==> src/rtl/mc_ctrl_pkg.sv <==
// Shared types and encodings for the multi-cycle MIPS control FSM:
// state enum, instruction classes, opcode/funct constants and datapath select codes.
package mc_ctrl_pkg;

    typedef enum logic [3:0] {
        S_IDLE   = 4'd0,
        S_FETCH  = 4'd1,
        S_DECODE = 4'd2,
        S_EXEC_R = 4'd3,
        S_EXEC_I = 4'd4,
        S_WB_R   = 4'd5,
        S_WB_I   = 4'd6,
        S_ADDR   = 4'd7,
        S_MEM_RD = 4'd8,
        S_MEM_WR = 4'd9,
        S_WB_MEM = 4'd10,
        S_BRANCH = 4'd11,
        S_JUMP   = 4'd12,
        S_JREG   = 4'd13
    } state_e;

    typedef enum logic [2:0] {
        C_R       = 3'd0,
        C_I       = 3'd1,
        C_LOAD    = 3'd2,
        C_STORE   = 3'd3,
        C_BRANCH  = 3'd4,
        C_JUMP    = 3'd5,
        C_JREG    = 3'd6,
        C_ILLEGAL = 3'd7
    } iclass_e;

    localparam logic [5:0] OP_RTYPE = 6'b000000;
    localparam logic [5:0] OP_J     = 6'b000010;
    localparam logic [5:0] OP_JAL   = 6'b000011;
    localparam logic [5:0] OP_BEQ   = 6'b000100;
    localparam logic [5:0] OP_BNE   = 6'b000101;
    localparam logic [5:0] OP_ADDI  = 6'b001000;
    localparam logic [5:0] OP_SLTI  = 6'b001010;
    localparam logic [5:0] OP_ANDI  = 6'b001100;
    localparam logic [5:0] OP_LH    = 6'b100001;
    localparam logic [5:0] OP_LW    = 6'b100011;
    localparam logic [5:0] OP_SH    = 6'b101001;
    localparam logic [5:0] OP_SW    = 6'b101011;

    localparam logic [5:0] FN_SLL  = 6'b000000;
    localparam logic [5:0] FN_SRL  = 6'b000010;
    localparam logic [5:0] FN_JR   = 6'b001000;
    localparam logic [5:0] FN_JALR = 6'b001001;
    localparam logic [5:0] FN_ADD  = 6'b100000;
    localparam logic [5:0] FN_SUB  = 6'b100010;
    localparam logic [5:0] FN_AND  = 6'b100100;
    localparam logic [5:0] FN_OR   = 6'b100101;
    localparam logic [5:0] FN_XOR  = 6'b100110;
    localparam logic [5:0] FN_NOR  = 6'b100111;
    localparam logic [5:0] FN_SLT  = 6'b101010;

    localparam logic [3:0] ALU_IDLE = 4'b0000;
    localparam logic [3:0] ALU_ADD  = 4'b0001;
    localparam logic [3:0] ALU_SUB  = 4'b0010;
    localparam logic [3:0] ALU_AND  = 4'b0011;
    localparam logic [3:0] ALU_OR   = 4'b0100;
    localparam logic [3:0] ALU_XOR  = 4'b0101;
    localparam logic [3:0] ALU_NOR  = 4'b0110;
    localparam logic [3:0] ALU_SLT  = 4'b0111;
    localparam logic [3:0] ALU_SLL  = 4'b1000;
    localparam logic [3:0] ALU_SRL  = 4'b1001;
    localparam logic [3:0] ALU_BEQ  = 4'b1010;
    localparam logic [3:0] ALU_BNE  = 4'b1011;

    localparam logic [1:0] PCSRC_ALU    = 2'd0;
    localparam logic [1:0] PCSRC_ALUOUT = 2'd1;
    localparam logic [1:0] PCSRC_JUMP   = 2'd2;
    localparam logic [1:0] PCSRC_RS     = 2'd3;

    localparam logic [1:0] SRCB_RT      = 2'd0;
    localparam logic [1:0] SRCB_FOUR    = 2'd1;
    localparam logic [1:0] SRCB_IMM     = 2'd2;
    localparam logic [1:0] SRCB_IMM_SH2 = 2'd3;

endpackage

==> src/rtl/multicycle_controller_if.sv <==
// Control/handshake bundle between the multi-cycle controller (master) and the
// datapath plus memory (slave).
interface multicycle_controller_if;
    logic [5:0] opcode;
    logic [5:0] funct;
    logic       branch_true;
    logic       mem_ready;
    logic       mem_req;
    logic       MemWrite;
    logic       IorD;
    logic       IRWrite;
    logic       PCWrite;
    logic [1:0] PCSource;
    logic       ALUSrcA;
    logic [1:0] ALUSrcB;
    logic [3:0] ALUOp;
    logic       RegWrite;
    logic       RegDst;
    logic       MemtoReg;
    logic       Jal;
    logic       Extend_h;
    logic       illegal;
    logic       retire;

    modport master (
        input  opcode, funct, branch_true, mem_ready,
        output mem_req, MemWrite, IorD, IRWrite, PCWrite, PCSource, ALUSrcA,
               ALUSrcB, ALUOp, RegWrite, RegDst, MemtoReg, Jal, Extend_h,
               illegal, retire
    );

    modport slave (
        output opcode, funct, branch_true, mem_ready,
        input  mem_req, MemWrite, IorD, IRWrite, PCWrite, PCSource, ALUSrcA,
               ALUSrcB, ALUOp, RegWrite, RegDst, MemtoReg, Jal, Extend_h,
               illegal, retire
    );
endinterface

==> src/rtl/mc_alu_decode.sv <==
// Combinational instruction decode: opcode/funct to instruction class, ALU
// operation, destination select, halfword flag, link flag and legality.
module mc_alu_decode
    import mc_ctrl_pkg::*;
(
    input  logic [5:0] opcode,
    input  logic [5:0] funct,
    output iclass_e    iclass,
    output logic [3:0] alu_op,
    output logic       reg_dst,
    output logic       extend_h,
    output logic       link,
    output logic       legal
);

    // Decode table; anything not listed falls through as illegal.
    always_comb begin
        iclass   = C_ILLEGAL;
        alu_op   = ALU_IDLE;
        reg_dst  = 1'b0;
        extend_h = 1'b0;
        link     = 1'b0;
        case (opcode)
            OP_RTYPE: begin
                reg_dst = 1'b1;
                iclass  = C_R;
                case (funct)
                    FN_ADD:  alu_op = ALU_ADD;
                    FN_SUB:  alu_op = ALU_SUB;
                    FN_AND:  alu_op = ALU_AND;
                    FN_OR:   alu_op = ALU_OR;
                    FN_XOR:  alu_op = ALU_XOR;
                    FN_NOR:  alu_op = ALU_NOR;
                    FN_SLT:  alu_op = ALU_SLT;
                    FN_SLL:  alu_op = ALU_SLL;
                    FN_SRL:  alu_op = ALU_SRL;
                    FN_JR:   iclass = C_JREG;
                    FN_JALR: begin
                        iclass = C_JREG;
                        link   = 1'b1;
                    end
                    default: iclass = C_ILLEGAL;
                endcase
            end
            OP_ADDI: begin iclass = C_I; alu_op = ALU_ADD; end
            OP_ANDI: begin iclass = C_I; alu_op = ALU_AND; end
            OP_SLTI: begin iclass = C_I; alu_op = ALU_SLT; end
            OP_LW:   begin iclass = C_LOAD; alu_op = ALU_ADD; end
            OP_LH:   begin iclass = C_LOAD; alu_op = ALU_ADD; extend_h = 1'b1; end
            OP_SW:   begin iclass = C_STORE; alu_op = ALU_ADD; end
            OP_SH:   begin iclass = C_STORE; alu_op = ALU_ADD; extend_h = 1'b1; end
            OP_BEQ:  begin iclass = C_BRANCH; alu_op = ALU_BEQ; end
            OP_BNE:  begin iclass = C_BRANCH; alu_op = ALU_BNE; end
            OP_J:    iclass = C_JUMP;
            OP_JAL:  begin iclass = C_JUMP; link = 1'b1; end
            default: iclass = C_ILLEGAL;
        endcase
        legal = (iclass != C_ILLEGAL);
    end

endmodule

==> src/rtl/multicycle_controller.sv <==
// Multi-cycle MIPS control FSM sequencing a shared PC/IR/regfile/ALU/memory
// datapath; memory accesses stall on a req/ready handshake.
module multicycle_controller
    import mc_ctrl_pkg::*;
#(
    parameter int unsigned RESET_HOLD = 1
) (
    input  logic                     clk,
    input  logic                     rst_n,
    multicycle_controller_if.master  bus
);

    localparam logic [3:0] HOLD_LAST = 4'(RESET_HOLD - 1);

    state_e     state_q, state_d;
    logic [3:0] hold_q, hold_d;

    iclass_e    dec_iclass_s;
    logic [3:0] dec_alu_op_s;
    logic       dec_reg_dst_s;
    logic       dec_extend_h_s;
    logic       dec_link_s;
    logic       dec_legal_s;

    logic       mem_req_s, mem_write_s, iord_s, ir_write_s, pc_write_s;
    logic [1:0] pc_source_s, alu_src_b_s;
    logic       alu_src_a_s;
    logic [3:0] alu_op_s;
    logic       reg_write_s, reg_dst_s, mem_to_reg_s, jal_s, extend_h_s;
    logic       illegal_s, retire_s;

    mc_alu_decode u_decode (
        .opcode   (bus.opcode),
        .funct    (bus.funct),
        .iclass   (dec_iclass_s),
        .alu_op   (dec_alu_op_s),
        .reg_dst  (dec_reg_dst_s),
        .extend_h (dec_extend_h_s),
        .link     (dec_link_s),
        .legal    (dec_legal_s)
    );

    // Next-state and post-reset hold counter.
    always_comb begin
        state_d = state_q;
        hold_d  = hold_q;
        case (state_q)
            S_IDLE: begin
                if (hold_q == HOLD_LAST) begin
                    state_d = S_FETCH;
                    hold_d  = 4'd0;
                end else begin
                    hold_d  = hold_q + 4'd1;
                end
            end
            S_FETCH: begin
                if (bus.mem_ready) state_d = S_DECODE;
                else               state_d = S_FETCH;
            end
            S_DECODE: begin
                case (dec_iclass_s)
                    C_R:      state_d = S_EXEC_R;
                    C_I:      state_d = S_EXEC_I;
                    C_LOAD:   state_d = S_ADDR;
                    C_STORE:  state_d = S_ADDR;
                    C_BRANCH: state_d = S_BRANCH;
                    C_JUMP:   state_d = S_JUMP;
                    C_JREG:   state_d = S_JREG;
                    default:  state_d = S_FETCH;
                endcase
            end
            S_EXEC_R: state_d = S_WB_R;
            S_EXEC_I: state_d = S_WB_I;
            S_ADDR: begin
                if (dec_iclass_s == C_LOAD) state_d = S_MEM_RD;
                else                        state_d = S_MEM_WR;
            end
            S_MEM_RD: begin
                if (bus.mem_ready) state_d = S_WB_MEM;
                else               state_d = S_MEM_RD;
            end
            S_MEM_WR: begin
                if (bus.mem_ready) state_d = S_FETCH;
                else               state_d = S_MEM_WR;
            end
            S_WB_R, S_WB_I, S_WB_MEM, S_BRANCH, S_JUMP, S_JREG: state_d = S_FETCH;
            default: begin
                state_d = S_IDLE;
                hold_d  = 4'd0;
            end
        endcase
    end

    // State and hold counter registers.
    always_ff @(posedge clk or negedge rst_n) begin
        if (!rst_n) begin
            state_q <= S_IDLE;
            hold_q  <= 4'd0;
        end else begin
            state_q <= state_d;
            hold_q  <= hold_d;
        end
    end

    // Output decode from the registered state; a reset forces IDLE and so
    // clears every strobe without waiting for a clock edge.
    always_comb begin
        mem_req_s    = 1'b0;
        mem_write_s  = 1'b0;
        iord_s       = 1'b0;
        ir_write_s   = 1'b0;
        pc_write_s   = 1'b0;
        pc_source_s  = PCSRC_ALU;
        alu_src_a_s  = 1'b0;
        alu_src_b_s  = SRCB_RT;
        alu_op_s     = ALU_IDLE;
        reg_write_s  = 1'b0;
        reg_dst_s    = 1'b0;
        mem_to_reg_s = 1'b0;
        jal_s        = 1'b0;
        extend_h_s   = 1'b0;
        illegal_s    = 1'b0;
        retire_s     = 1'b0;
        case (state_q)
            S_FETCH: begin
                mem_req_s   = 1'b1;
                alu_src_b_s = SRCB_FOUR;
                alu_op_s    = ALU_ADD;
                if (bus.mem_ready) begin
                    ir_write_s = 1'b1;
                    pc_write_s = 1'b1;
                end else begin
                    ir_write_s = 1'b0;
                    pc_write_s = 1'b0;
                end
            end
            S_DECODE: begin
                alu_src_b_s = SRCB_IMM_SH2;
                alu_op_s    = ALU_ADD;
                if (dec_legal_s) illegal_s = 1'b0;
                else             illegal_s = 1'b1;
            end
            S_EXEC_R, S_EXEC_I: begin
                alu_src_a_s = 1'b1;
                alu_src_b_s = (state_q == S_EXEC_R) ? SRCB_RT : SRCB_IMM;
                alu_op_s    = dec_alu_op_s;
            end
            S_WB_R: begin
                reg_write_s = 1'b1;
                reg_dst_s   = dec_reg_dst_s;
                retire_s    = 1'b1;
            end
            S_WB_I: begin
                reg_write_s = 1'b1;
                retire_s    = 1'b1;
            end
            S_ADDR: begin
                alu_src_a_s = 1'b1;
                alu_src_b_s = SRCB_IMM;
                alu_op_s    = ALU_ADD;
            end
            S_MEM_RD: begin
                mem_req_s  = 1'b1;
                iord_s     = 1'b1;
                extend_h_s = dec_extend_h_s;
            end
            S_WB_MEM: begin
                reg_write_s  = 1'b1;
                mem_to_reg_s = 1'b1;
                extend_h_s   = dec_extend_h_s;
                retire_s     = 1'b1;
            end
            S_MEM_WR: begin
                mem_req_s   = 1'b1;
                mem_write_s = 1'b1;
                iord_s      = 1'b1;
                extend_h_s  = dec_extend_h_s;
                if (bus.mem_ready) retire_s = 1'b1;
                else               retire_s = 1'b0;
            end
            S_BRANCH: begin
                alu_src_a_s = 1'b1;
                alu_op_s    = dec_alu_op_s;
                pc_source_s = PCSRC_ALUOUT;
                pc_write_s  = bus.branch_true;
                retire_s    = 1'b1;
            end
            S_JUMP: begin
                pc_source_s = PCSRC_JUMP;
                pc_write_s  = 1'b1;
                reg_write_s = dec_link_s;
                jal_s       = dec_link_s;
                retire_s    = 1'b1;
            end
            S_JREG: begin
                pc_source_s = PCSRC_RS;
                pc_write_s  = 1'b1;
                reg_write_s = dec_link_s;
                jal_s       = dec_link_s;
                reg_dst_s   = dec_link_s;
                retire_s    = 1'b1;
            end
            default: begin
                retire_s = 1'b0;
            end
        endcase
    end

    assign bus.mem_req  = mem_req_s;
    assign bus.MemWrite = mem_write_s;
    assign bus.IorD     = iord_s;
    assign bus.IRWrite  = ir_write_s;
    assign bus.PCWrite  = pc_write_s;
    assign bus.PCSource = pc_source_s;
    assign bus.ALUSrcA  = alu_src_a_s;
    assign bus.ALUSrcB  = alu_src_b_s;
    assign bus.ALUOp    = alu_op_s;
    assign bus.RegWrite = reg_write_s;
    assign bus.RegDst   = reg_dst_s;
    assign bus.MemtoReg = mem_to_reg_s;
    assign bus.Jal      = jal_s;
    assign bus.Extend_h = extend_h_s;
    assign bus.illegal  = illegal_s;
    assign bus.retire   = retire_s;

endmodule

==> src/flat_wrapper.sv <==
// flat-port wrapper written by rule: the top's interface ports become plain ports
module multicycle_controller_flat import mc_ctrl_pkg::*;
#(
    parameter int unsigned RESET_HOLD = 1
)
  (clk, rst_n, bus_opcode, bus_funct, bus_branch_true, bus_mem_ready, bus_mem_req, bus_MemWrite, bus_IorD, bus_IRWrite, bus_PCWrite, bus_PCSource, bus_ALUSrcA, bus_ALUSrcB, bus_ALUOp, bus_RegWrite, bus_RegDst, bus_MemtoReg, bus_Jal, bus_Extend_h, bus_illegal, bus_retire);
  multicycle_controller_if bus_i ();
  input  logic clk;
  input  logic rst_n;
  input wire logic [$bits(bus_i.opcode)-1:0] bus_opcode;
  input wire logic [$bits(bus_i.funct)-1:0] bus_funct;
  input wire logic [$bits(bus_i.branch_true)-1:0] bus_branch_true;
  input wire logic [$bits(bus_i.mem_ready)-1:0] bus_mem_ready;
  output wire logic [$bits(bus_i.mem_req)-1:0] bus_mem_req;
  output wire logic [$bits(bus_i.MemWrite)-1:0] bus_MemWrite;
  output wire logic [$bits(bus_i.IorD)-1:0] bus_IorD;
  output wire logic [$bits(bus_i.IRWrite)-1:0] bus_IRWrite;
  output wire logic [$bits(bus_i.PCWrite)-1:0] bus_PCWrite;
  output wire logic [$bits(bus_i.PCSource)-1:0] bus_PCSource;
  output wire logic [$bits(bus_i.ALUSrcA)-1:0] bus_ALUSrcA;
  output wire logic [$bits(bus_i.ALUSrcB)-1:0] bus_ALUSrcB;
  output wire logic [$bits(bus_i.ALUOp)-1:0] bus_ALUOp;
  output wire logic [$bits(bus_i.RegWrite)-1:0] bus_RegWrite;
  output wire logic [$bits(bus_i.RegDst)-1:0] bus_RegDst;
  output wire logic [$bits(bus_i.MemtoReg)-1:0] bus_MemtoReg;
  output wire logic [$bits(bus_i.Jal)-1:0] bus_Jal;
  output wire logic [$bits(bus_i.Extend_h)-1:0] bus_Extend_h;
  output wire logic [$bits(bus_i.illegal)-1:0] bus_illegal;
  output wire logic [$bits(bus_i.retire)-1:0] bus_retire;
  assign bus_i.opcode = bus_opcode;
  assign bus_i.funct = bus_funct;
  assign bus_i.branch_true = bus_branch_true;
  assign bus_i.mem_ready = bus_mem_ready;
  assign bus_mem_req = bus_i.mem_req;
  assign bus_MemWrite = bus_i.MemWrite;
  assign bus_IorD = bus_i.IorD;
  assign bus_IRWrite = bus_i.IRWrite;
  assign bus_PCWrite = bus_i.PCWrite;
  assign bus_PCSource = bus_i.PCSource;
  assign bus_ALUSrcA = bus_i.ALUSrcA;
  assign bus_ALUSrcB = bus_i.ALUSrcB;
  assign bus_ALUOp = bus_i.ALUOp;
  assign bus_RegWrite = bus_i.RegWrite;
  assign bus_RegDst = bus_i.RegDst;
  assign bus_MemtoReg = bus_i.MemtoReg;
  assign bus_Jal = bus_i.Jal;
  assign bus_Extend_h = bus_i.Extend_h;
  assign bus_illegal = bus_i.illegal;
  assign bus_retire = bus_i.retire;
  multicycle_controller #(.RESET_HOLD(RESET_HOLD)) u_core (.clk(clk), .rst_n(rst_n), .bus(bus_i));
endmodule
==> config.mk <==
export PLATFORM = sky130hd
export DESIGN_NAME = multicycle_controller_flat
export DESIGN_NICKNAME = d
export VERILOG_FILES = /design/src/rtl/mc_ctrl_pkg.sv /design/src/rtl/multicycle_controller_if.sv /design/src/rtl/mc_alu_decode.sv /design/src/rtl/multicycle_controller.sv /design/src/flat_wrapper.sv
export SDC_FILE = /design/constraint.sdc
export NUM_CORES = 1
export LEC_CHECK = 0
export BUFFER_PORTS_ARGS = -buffer_cell sky130_fd_sc_hd__buf_4
export CAP_MARGIN = 20
export CELL_PAD_IN_SITES_DETAIL_PLACEMENT = 1
export CELL_PAD_IN_SITES_GLOBAL_PLACEMENT = 1
export CORE_MARGIN = 4
export CORE_UTILIZATION = 34
export CTS_BUF_LIST = sky130_fd_sc_hd__clkbuf_8
export DETAILED_ROUTE_END_ITERATION = 10
export PLACE_DENSITY_LB_ADDON = 0.1
export REMOVE_ABC_BUFFERS = 1
export SYNTH_ARGS = -nofsm -noshare
export SYNTH_HDL_FRONTEND = slang
export SYNTH_SLANG_ARGS = --single-unit
==> constraint.sdc <==
create_clock -name clk -period 2.7 [get_ports clk]
set_clock_uncertainty 0.1 [all_clocks]
set_input_delay 0.81 -clock clk [delete_from_list [all_inputs] [get_ports clk]]
set_output_delay 0.81 -clock clk [all_outputs]
set_load 0.05 [all_outputs]
Word level (Yosys, flattened, before mapping)
Index checks and enable logic that the tools add are counted.

Add/subtract/negate cells: 1. Equality and inequality tests: 42. Multiplexer cells: 36. Reduce and logical (&&, ||, !) cells: 26.

Operators by type and width (number): one-hot mux 4 bit (9 select lines) (2); == test 6 bit, second input constant (11); one-hot mux 4 bit (6 select lines) (2); == test 6 x 4 -> 1 bit, second input constant (5); == test 4 bit, second input constant (6); OR reduction 2 bit (10); == test 6 x 2 -> 1 bit, second input constant (3); one-hot mux 3 bit (6 select lines) (1); OR reduction 3 bit (6); == test 4 x 3 -> 1 bit, second input constant (4); one-hot mux 4 bit (2 select lines) (2); two-way mux 1 bit (15); OR reduction 13 bit (1); == test 6 x 3 -> 1 bit, second input constant (2); logical NOT 6 bit (2); two-way mux 4 bit (3); == test 3 bit, second input constant (3); OR reduction 9 bit (1); == test 4 x 2 -> 1 bit, second input constant (2); logical NOT 4 bit (2); one-hot mux 1 bit (2 select lines) (4); one-hot mux 2 bit (4 select lines) (1); == test 3 x 2 -> 1 bit, second input constant (2); two-way mux 2 bit (3); other kinds (12) (12).

Flip-flop bits (word level): 8. Input bits: 16. Output and inout port bits: 21. Logic and storage cells: 107.

Longest topological paths before layout
Gate-level depths: netlist of run 1.

Depth after elaboration: 8. Mapped depth: 7. Depth with buffers taken out: 5.

Hierarchy
A second synthesis of run 1 with hierarchy kept.

Cell total of the unflattened synthesis: 190. Area, all modules: 1318.8 sq um.

Modules (own cells, without submodules): multicycle_controller (instances 1, cells each 118, area each 845.8 sq um); mc_alu_decode (instances 1, cells each 72, area each 473.0 sq um).

Least setup slack after synthesis of run 1
Ideal clock, no wire load.

Path type: in2out. Start: input port bus_opcode[5]. End: output port bus_RegWrite. Arrival time: 2912 ps. Required time: 1790 ps. Path slack: -1122 ps. Cell stages on the path: 6. Path buffers: 1. Cells stage by stage: buf_6 > or3_4 > nor3_1 > nand2_1 > a21oi_1 > a221o_1.

Cells in the longest elaborated chain, start to end: 3. Elaborated cells on any way between the ends: 4. Classes of those cells: eq/ne: 1; mux: 2; reduce/logical: 1.

Ends and longest elaborated chain: from (decl) (RTL line flat_wrapper.sv:10) `input wire logic [$bits(bus_i.opcode)-1:0] bus_opcode;`; == test 6 x 2 -> 1 bit / logical NOT 6 bit (equally long branches) (RTL line mc_alu_decode.sv:23) `case (opcode)`; one-hot mux 1 bit (2 select lines) * (RTL line mc_alu_decode.sv:23); one-hot mux 1 bit (2 select lines) * (RTL line multicycle_controller.sv:124) `case (state_q)`; to (decl) (RTL line flat_wrapper.sv:23) `output wire logic [$bits(bus_i.RegWrite)-1:0] bus_RegWrite;`.

Every way passes the cells marked *; elsewhere a longest branch is shown, timed or not.

Worst setup path after layout of run 1
Start: input port bus_opcode[4]. End: output port bus_illegal.

Cells in the longest elaborated chain, start to end: 6. Elaborated cells on any way between the ends: 21. Classes of those cells: eq/ne: 12; mux: 3; reduce/logical: 6.

Ends and longest elaborated chain: == test 6 x 4 -> 1 bit, or another cell as far along (RTL line mc_alu_decode.sv:23); OR reduction 3 bit (no source line) / OR reduction 2 bit (equally long branches); one-hot mux 3 bit (6 select lines) * (RTL line mc_alu_decode.sv:23); inequality test 3 bit * (RTL line mc_alu_decode.sv:58) `legal = (iclass != C_ILLEGAL);`; two-way mux 1 bit * (RTL line multicycle_controller.sv:140) `if (dec_legal_s) illegal_s = 1'b0;`; two-way mux 1 bit * (RTL line multicycle_controller.sv:124); to (decl) (RTL line flat_wrapper.sv:28) `output wire logic [$bits(bus_i.illegal)-1:0] bus_illegal;`.

Marks and branches as above.

==> results.sh, run 1 <==
export IMPL_portBuffers=36
export IMPL_p_per_area_nw_per_um2=835.4
export IMPL_synth_yosys_seq_area_share_pct=15.21
export IMPL_cp_max_fo=3
export IMPL_postLayoutSetupSlackWorst_ps=-383.6
export IMPL_async_flop_share_pct=100.0
export IMPL_area_growth_pct=59.89
export IMPL_cts_root_buffer="clkbuf_8"
export IMPL_fin_setup_tns_ps=-2465
export IMPL_maxCapViolations=0
export IMPL_cts_tree="yes"
export IMPL_path_buf_inv=2
export IMPL_min_path_type="in2async"
export IMPL_worstReg2RegStart="u_core.state_q[0]"
export IMPL_critPathRequiredTime_ps=1790
export IMPL_ant_nets=0
export IMPL_critPathKind="in2out"
export IMPL_final_area_um2=2105
export IMPL_relSlewSlack_pct=71.52
export IMPL_synth_commonest_cells="29 x nand2_1, 24 x nor2_1, 16 x a21oi_1"
export IMPL_worstSetupEndpointType="output port"
export IMPL_die_y_um=70.22
export IMPL_rr_worst_depth=5
export IMPL_grt_pass1_vias=1755
export IMPL_antenna_found_initial=0
export IMPL_layout_drive_gt1_share_pct=42.69
export IMPL_met1_usage_pct=24.91
export IMPL_synth_area_leader_cell="dfrtp_1"
export IMPL_cp_top_family="simple AND/OR/NAND/NOR gates"
export IMPL_hpwlAfterDp_mm=3.878
export IMPL_cts_htree_levels=1
export IMPL_critPathLaunchType="input port"
export IMPL_final_fill_count=479
export IMPL_outcome="finished with violations"
export IMPL_rsz0062_at_grt="yes"
export IMPL_path_clk_slew_ps=40
export IMPL_gp_congestion=0.8418
export IMPL_fmax_mhz=324.3
export IMPL_cts_buffer_depth=2
export IMPL_yosysTopAreaCellShare_pct=15.21
export IMPL_leakagePower_nw=0.9481
export IMPL_crit_chain="buf_6 > or3_4 > nand3b_4 > or3_4 > a21oi_2 > buf_6"
export IMPL_finalWirelength_mm=5.456
export IMPL_clk_latency_ps=230
export IMPL_drt_pre_antenna_iters=4
export IMPL_grt_pass1_wl_mm=8.507
export IMPL_die_area_um2=4931
export IMPL_max_stage_delay_ps=390
export IMPL_avgViaCountPerCell=5.666
export IMPL_synth_distinct_cells=57
export IMPL_cts_sinks=8
export IMPL_post_route_min_period_ps=3084
export IMPL_vdd_drop_max_mv=0.2495
export IMPL_drc=0
export IMPL_fp_dieW_um=70.22
export IMPL_reg2reg_slack_ps=830
export IMPL_use_met3_pct=2.734
export IMPL_cts_buffers_inserted=3
export IMPL_finalSetupViolations=9
export IMPL_wl_per_cell_um=17.71
export IMPL_synth_area_um2=1316
export IMPL_fin_util_pct=57.06
export IMPL_synth_area_leaders="dfrtp_1 15%, nand2_1 8.3%, nor2_1 6.8%"
export IMPL_cp_slowest_cell="or3_4"
export IMPL_diodes=0
export IMPL_crit_arrival_ps=2170
export IMPL_core_um2=3689
export IMPL_rr_endpoint="u_core.state_q[0]"
export IMPL_ys_flop_type="dfrtp_1"
export IMPL_yosys_warnings=0
export IMPL_ys_seq_elements=8
export IMPL_finalHoldViolations=0
export IMPL_synth_edf_count=0
export IMPL_tightest_slew_ps=423.3
export IMPL_layout_nets=280
export IMPL_initial_core_util_pct=35.69
export IMPL_routed_via_count=1745
export IMPL_grt_max_degree=17
export IMPL_cp_startpoint="bus_opcode[4]"
export IMPL_dp_worst_setup_slack_ps=-461.5
export IMPL_synth_most_common_cell="nand2_1"
export IMPL_grt_use_met2_pct=39.09
export IMPL_drt_iter0_markers=118
export IMPL_maxSlewViolCount=0
export IMPL_io_pin_count=37
export IMPL_rows=22
export IMPL_synth_cells=196
export IMPL_fin_crit_sh_pct=114.2
export IMPL_busiest_layer="met2"
export IMPL_post_dp_cell_area_um2=1790
export IMPL_grt_overflow=0
export IMPL_violations="setup timing"
export IMPL_grt_use_total_pct=20.67
export IMPL_syn_area_per_cell_um2=6.716
state kept, by name (all words and copies together) (netlist names):
name	cells
u_core.state_q	4
u_core.hold_q	4
worst reg2reg max path: cells and delay by family, from the launching register on:
family,cells,cell delay [ps]
flops,1,420
buf+inv,1,180
simple gates,1,570
compound gates,3,490
power breakdown:
| group | total (mW) | switching, mW | internal, mW |
|---|---|---|---|
| clock | 0.140 | 0.0436 | 0.0963 |
| combinational | 1.39 | 0.869 | 0.519 |
| sequential | 0.230 | 0.0608 | 0.169 |
how the worst max path moves through the flow:
stage | endpoint | depth (start not counted) | slack [ps]
4_1_cts | bus_illegal | 6 | -370
3_5_place_dp | bus_illegal | 6 | -460
2_1_floorplan | bus_RegWrite | 5 | -1010
3_3_place_gp | bus_illegal | 6 | -450
6_report | bus_illegal | 6 | -380
5_1_grt | bus_illegal | 6 | -440
logic make-up after synthesis:
logic type / share of synthesized area [%]
fa+ha+maj: 1.901
compound gates: 32.04
simple gates: 39.16
xor+xnor: 0.6655
flops: 15.21
mux: 1.616
buf+inv: 9.411
layout by cell type, fill, tap and decap left out, types with 7 or more instances in the layout:
master and instances:
dfrtp_1 8, buf_6 10, nand2_1 29, nand2b_1 8, buf_4 60, inv_1 7, o21ai_0 8, nor2_1 20
a21oi_1 12, nand3_1 7
area by class of cell:
| cell class | count | area [um^2] | share of cell area [%] |
|---|---|---|---|
| flip-flops and latches | 8 | 200.2 | 9.512 |
| well taps | 48 | 60.06 | 2.854 |
| clock buffers | 3 | 41.29 | 1.962 |
| repair buffers | 76 | 683.2 | 32.46 |
| multi-input cells | 165 | 1090 | 51.78 |
| inverters | 8 | 30.03 | 1.427 |
stage by stage:
stage	instances	power, mW	hold WS (ps)
floorplan	181	1.096	360.3
global placement	295	1.511	376.7
detailed placement	295	1.554	399.8
CTS	301	1.718	291.9
global route	308	1.893	293.4
finish	308	1.758	291.9
timing repair:
item	in CTS	in global routing
setup endpoints to repair	9	9
pin swaps	7	6
buffers inserted	3	6
hold buffers	0	0
cloned	0	1
gates resized for setup	26	14
endpoints found under the hold margin	0	0
layer usage:
layer | share of wire, % | vias up | wire, um
met4 | 1.6 | 0 | 89
met2 | 55 | 44 | 2975
li1 | - | 831 | -
met1 | 41 | 862 | 2215
met5 | 0 | - | 0
met3 | 3.2 | 8 | 175
(Power assumes the default switching activity.)
==> run 2, diff against run 1 <==
- CORE_MARGIN: 4 -> unset
==> run 2 against run 1 <==
Effect of this change:
- the run still ends with setup timing left
- die area down 16%
- first-iteration DRC count down 8.5%
- final cell count down 0.32%
- worst setup slack better by 1.8 ps
- core utilization down 1.8 points
- clock-buffer cell count unchanged
- maximum frequency about the same
- register-to-register slack worse by 40 ps
- critical path depth unchanged
- critical path type unchanged
==> results.sh, run 2 (same netlist as run 1, synthesis figures left out) <==
export IMPL_holdBufCountCts=0
export IMPL_fmax_mhz=324.5
export IMPL_grt_max_degree=19
export IMPL_cts_buffer_depth=2
export IMPL_grt_pass1_wl_mm=8.079
export IMPL_antenna_found_initial=0
export IMPL_violations="setup timing"
export IMPL_crit_arrival_ps=2170
export IMPL_routed_via_count=1695
export IMPL_power_total_mw=1.736
export IMPL_wl_per_cell_um=16.25
export IMPL_tightest_slew_ps=412.6
export IMPL_cp_max_fo=3
export IMPL_hpwlAfterDp_mm=3.784
export IMPL_layout_drive_gt1_share_pct=41.31
export IMPL_cp_top_family="simple AND/OR/NAND/NOR gates"
export IMPL_largest_registers="u_core.hold_q (4), u_core.state_q (4)"
export IMPL_fp_dieW_um=64.22
export IMPL_whs_ps=285.3
export IMPL_diodes=0
export IMPL_post_place_cells=300
export IMPL_drt_pre_antenna_iters=4
export IMPL_postLayoutSetupSlackWorst_ps=-381.8
export IMPL_drc=0
export IMPL_drt_iter0_markers=108
export IMPL_critPathLaunchType="input port"
export IMPL_die_y_um=64.22
export IMPL_gp_congestion=0.8878
export IMPL_grt_pass1_vias=1756
export IMPL_post_route_min_period_ps=3082
export IMPL_relSlewSlack_pct=72.14
export IMPL_initial_core_util_pct=35.69
export IMPL_rows=22
export IMPL_cp_slowest_cell="or3_4"
export IMPL_ant_nets=0
export IMPL_worstSetupEndpointType="output port"
export IMPL_vdd_drop_max_mv=0.2637
export IMPL_path_clk_slew_ps=50
export IMPL_path_buf_inv=2
export IMPL_finalHoldViolations=0
export IMPL_maxCapViolations=0
export IMPL_critPathRequiredTime_ps=1790
export IMPL_cts_buffers_inserted=3
export IMPL_crit_chain="buf_6 > or3_4 > nand3b_4 > or3_4 > a21oi_2 > buf_6"
export IMPL_min_path_type="in2async"
export IMPL_finalSetupViolations=9
export IMPL_most_common_layout_cells="58 x buf_4, 29 x nand2_1, 21 x nor2_1"
export IMPL_portBuffers=36
export IMPL_fin_util_pct=55.29
export IMPL_max_stage_delay_ps=390
export IMPL_layout_nets=279
export IMPL_io_pin_count=37
export IMPL_finalWirelength_mm=4.990
export IMPL_cts_root_buffer="clkbuf_8"
export IMPL_fin_setup_tns_ps=-2501
export IMPL_route_met2_wl_mm=2.732
export IMPL_critPathKind="in2out"
export IMPL_p_per_area_nw_per_um2=851.1
export IMPL_cts_htree_levels=1
export IMPL_core_um2=3689
export IMPL_avgViaCountPerCell=5.521
export IMPL_fin_crit_sh_pct=114.1
export IMPL_highest_layer="met4"
export IMPL_final_common_cell="buf_4"
export IMPL_instances_no_fill=307
export IMPL_rsz0062_at_grt="yes"
export IMPL_met3_wirelength_um=157
export IMPL_cts_sinks=8
export IMPL_die_area_um2=4124
export IMPL_grt_use_total_pct=25.11
export IMPL_grt_overflow=0
export IMPL_cts_tree="yes"
export IMPL_outcome="finished with violations"
export IMPL_maxSlewViolCount=0
export IMPL_leakagePower_nw=0.9175
export IMPL_wl_met1_mm=2.069
export IMPL_area_growth_pct=54.94
export IMPL_clk_latency_ps=230
## run 2: final cells by class
type                            instances  area (um^2)
Multi-Input combinational cell        165         1061
Inverter                                8        30.03
Clock buffer                            3        41.29
Fill cell                             463         1649
Timing Repair Buffer                   75        646.9
Sequential cell                         8        200.2
Tap cell                               48        60.06
## run 2: stage by stage
| step | setup WS [ps] | area, um^2 |
|---|---|---|
| final | -381.8 | 2039 |
| after global routing | -419.2 | 2039 |
| after CTS | -368.1 | 2004 |
| after detailed placement | -465.2 | 1828 |
| after global placement | -452.8 | 1828 |
| after floorplan | -1008 | 1222 |
## run 2: per-layer routing
layer  vias to the layer above  GRT usage (%)
met4                         0          5.833
met1                       822          27.99
li1                        826              -
met2                        45          49.60
met3                         2          3.036
met5                         -              0
## run 2: worst register-to-register path: cells and delay by family (launching register included)
kind            cells  cell delay [ps]
buf+inv             1              190
flops               1              410
simple gates        1              580
compound gates      3              520
## run 2: path summary, 6_finish.rpt
| check | start | endpoint | slack [ps] | cells after the start |
|---|---|---|---|---|
| max | bus_opcode[4] | bus_illegal | -380 | 6 |
| min | rst_n | u_core.hold_q[1] | 290 | 1 |
| max reg2reg | u_core.state_q[0] | u_core.state_q[0] | 790 | 5 |
| min reg2reg | u_core.hold_q[2] | u_core.hold_q[2] | 420 | 1 |
| max in group asynchronous | rst_n | u_core.hold_q[0] | 2080 | 1 |
| min in group clk | u_core.hold_q[2] | u_core.hold_q[2] | 420 | 1 |
## run 2: power breakdown
group	switching [mW]	total (mW)	internal [mW]
sequential	0.0532	0.222	0.169
clock	0.0539	0.151	0.0972
combinational	0.865	1.36	0.498
## run 2: timing repair
| item | 4_1_cts | 5_1_grt |
|---|---|---|
| gates resized for setup | 30 | 7 |
| pin swaps | 11 | 8 |
| endpoints found under the setup margin | 9 | 9 |
| buffers inserted | 2 | 2 |
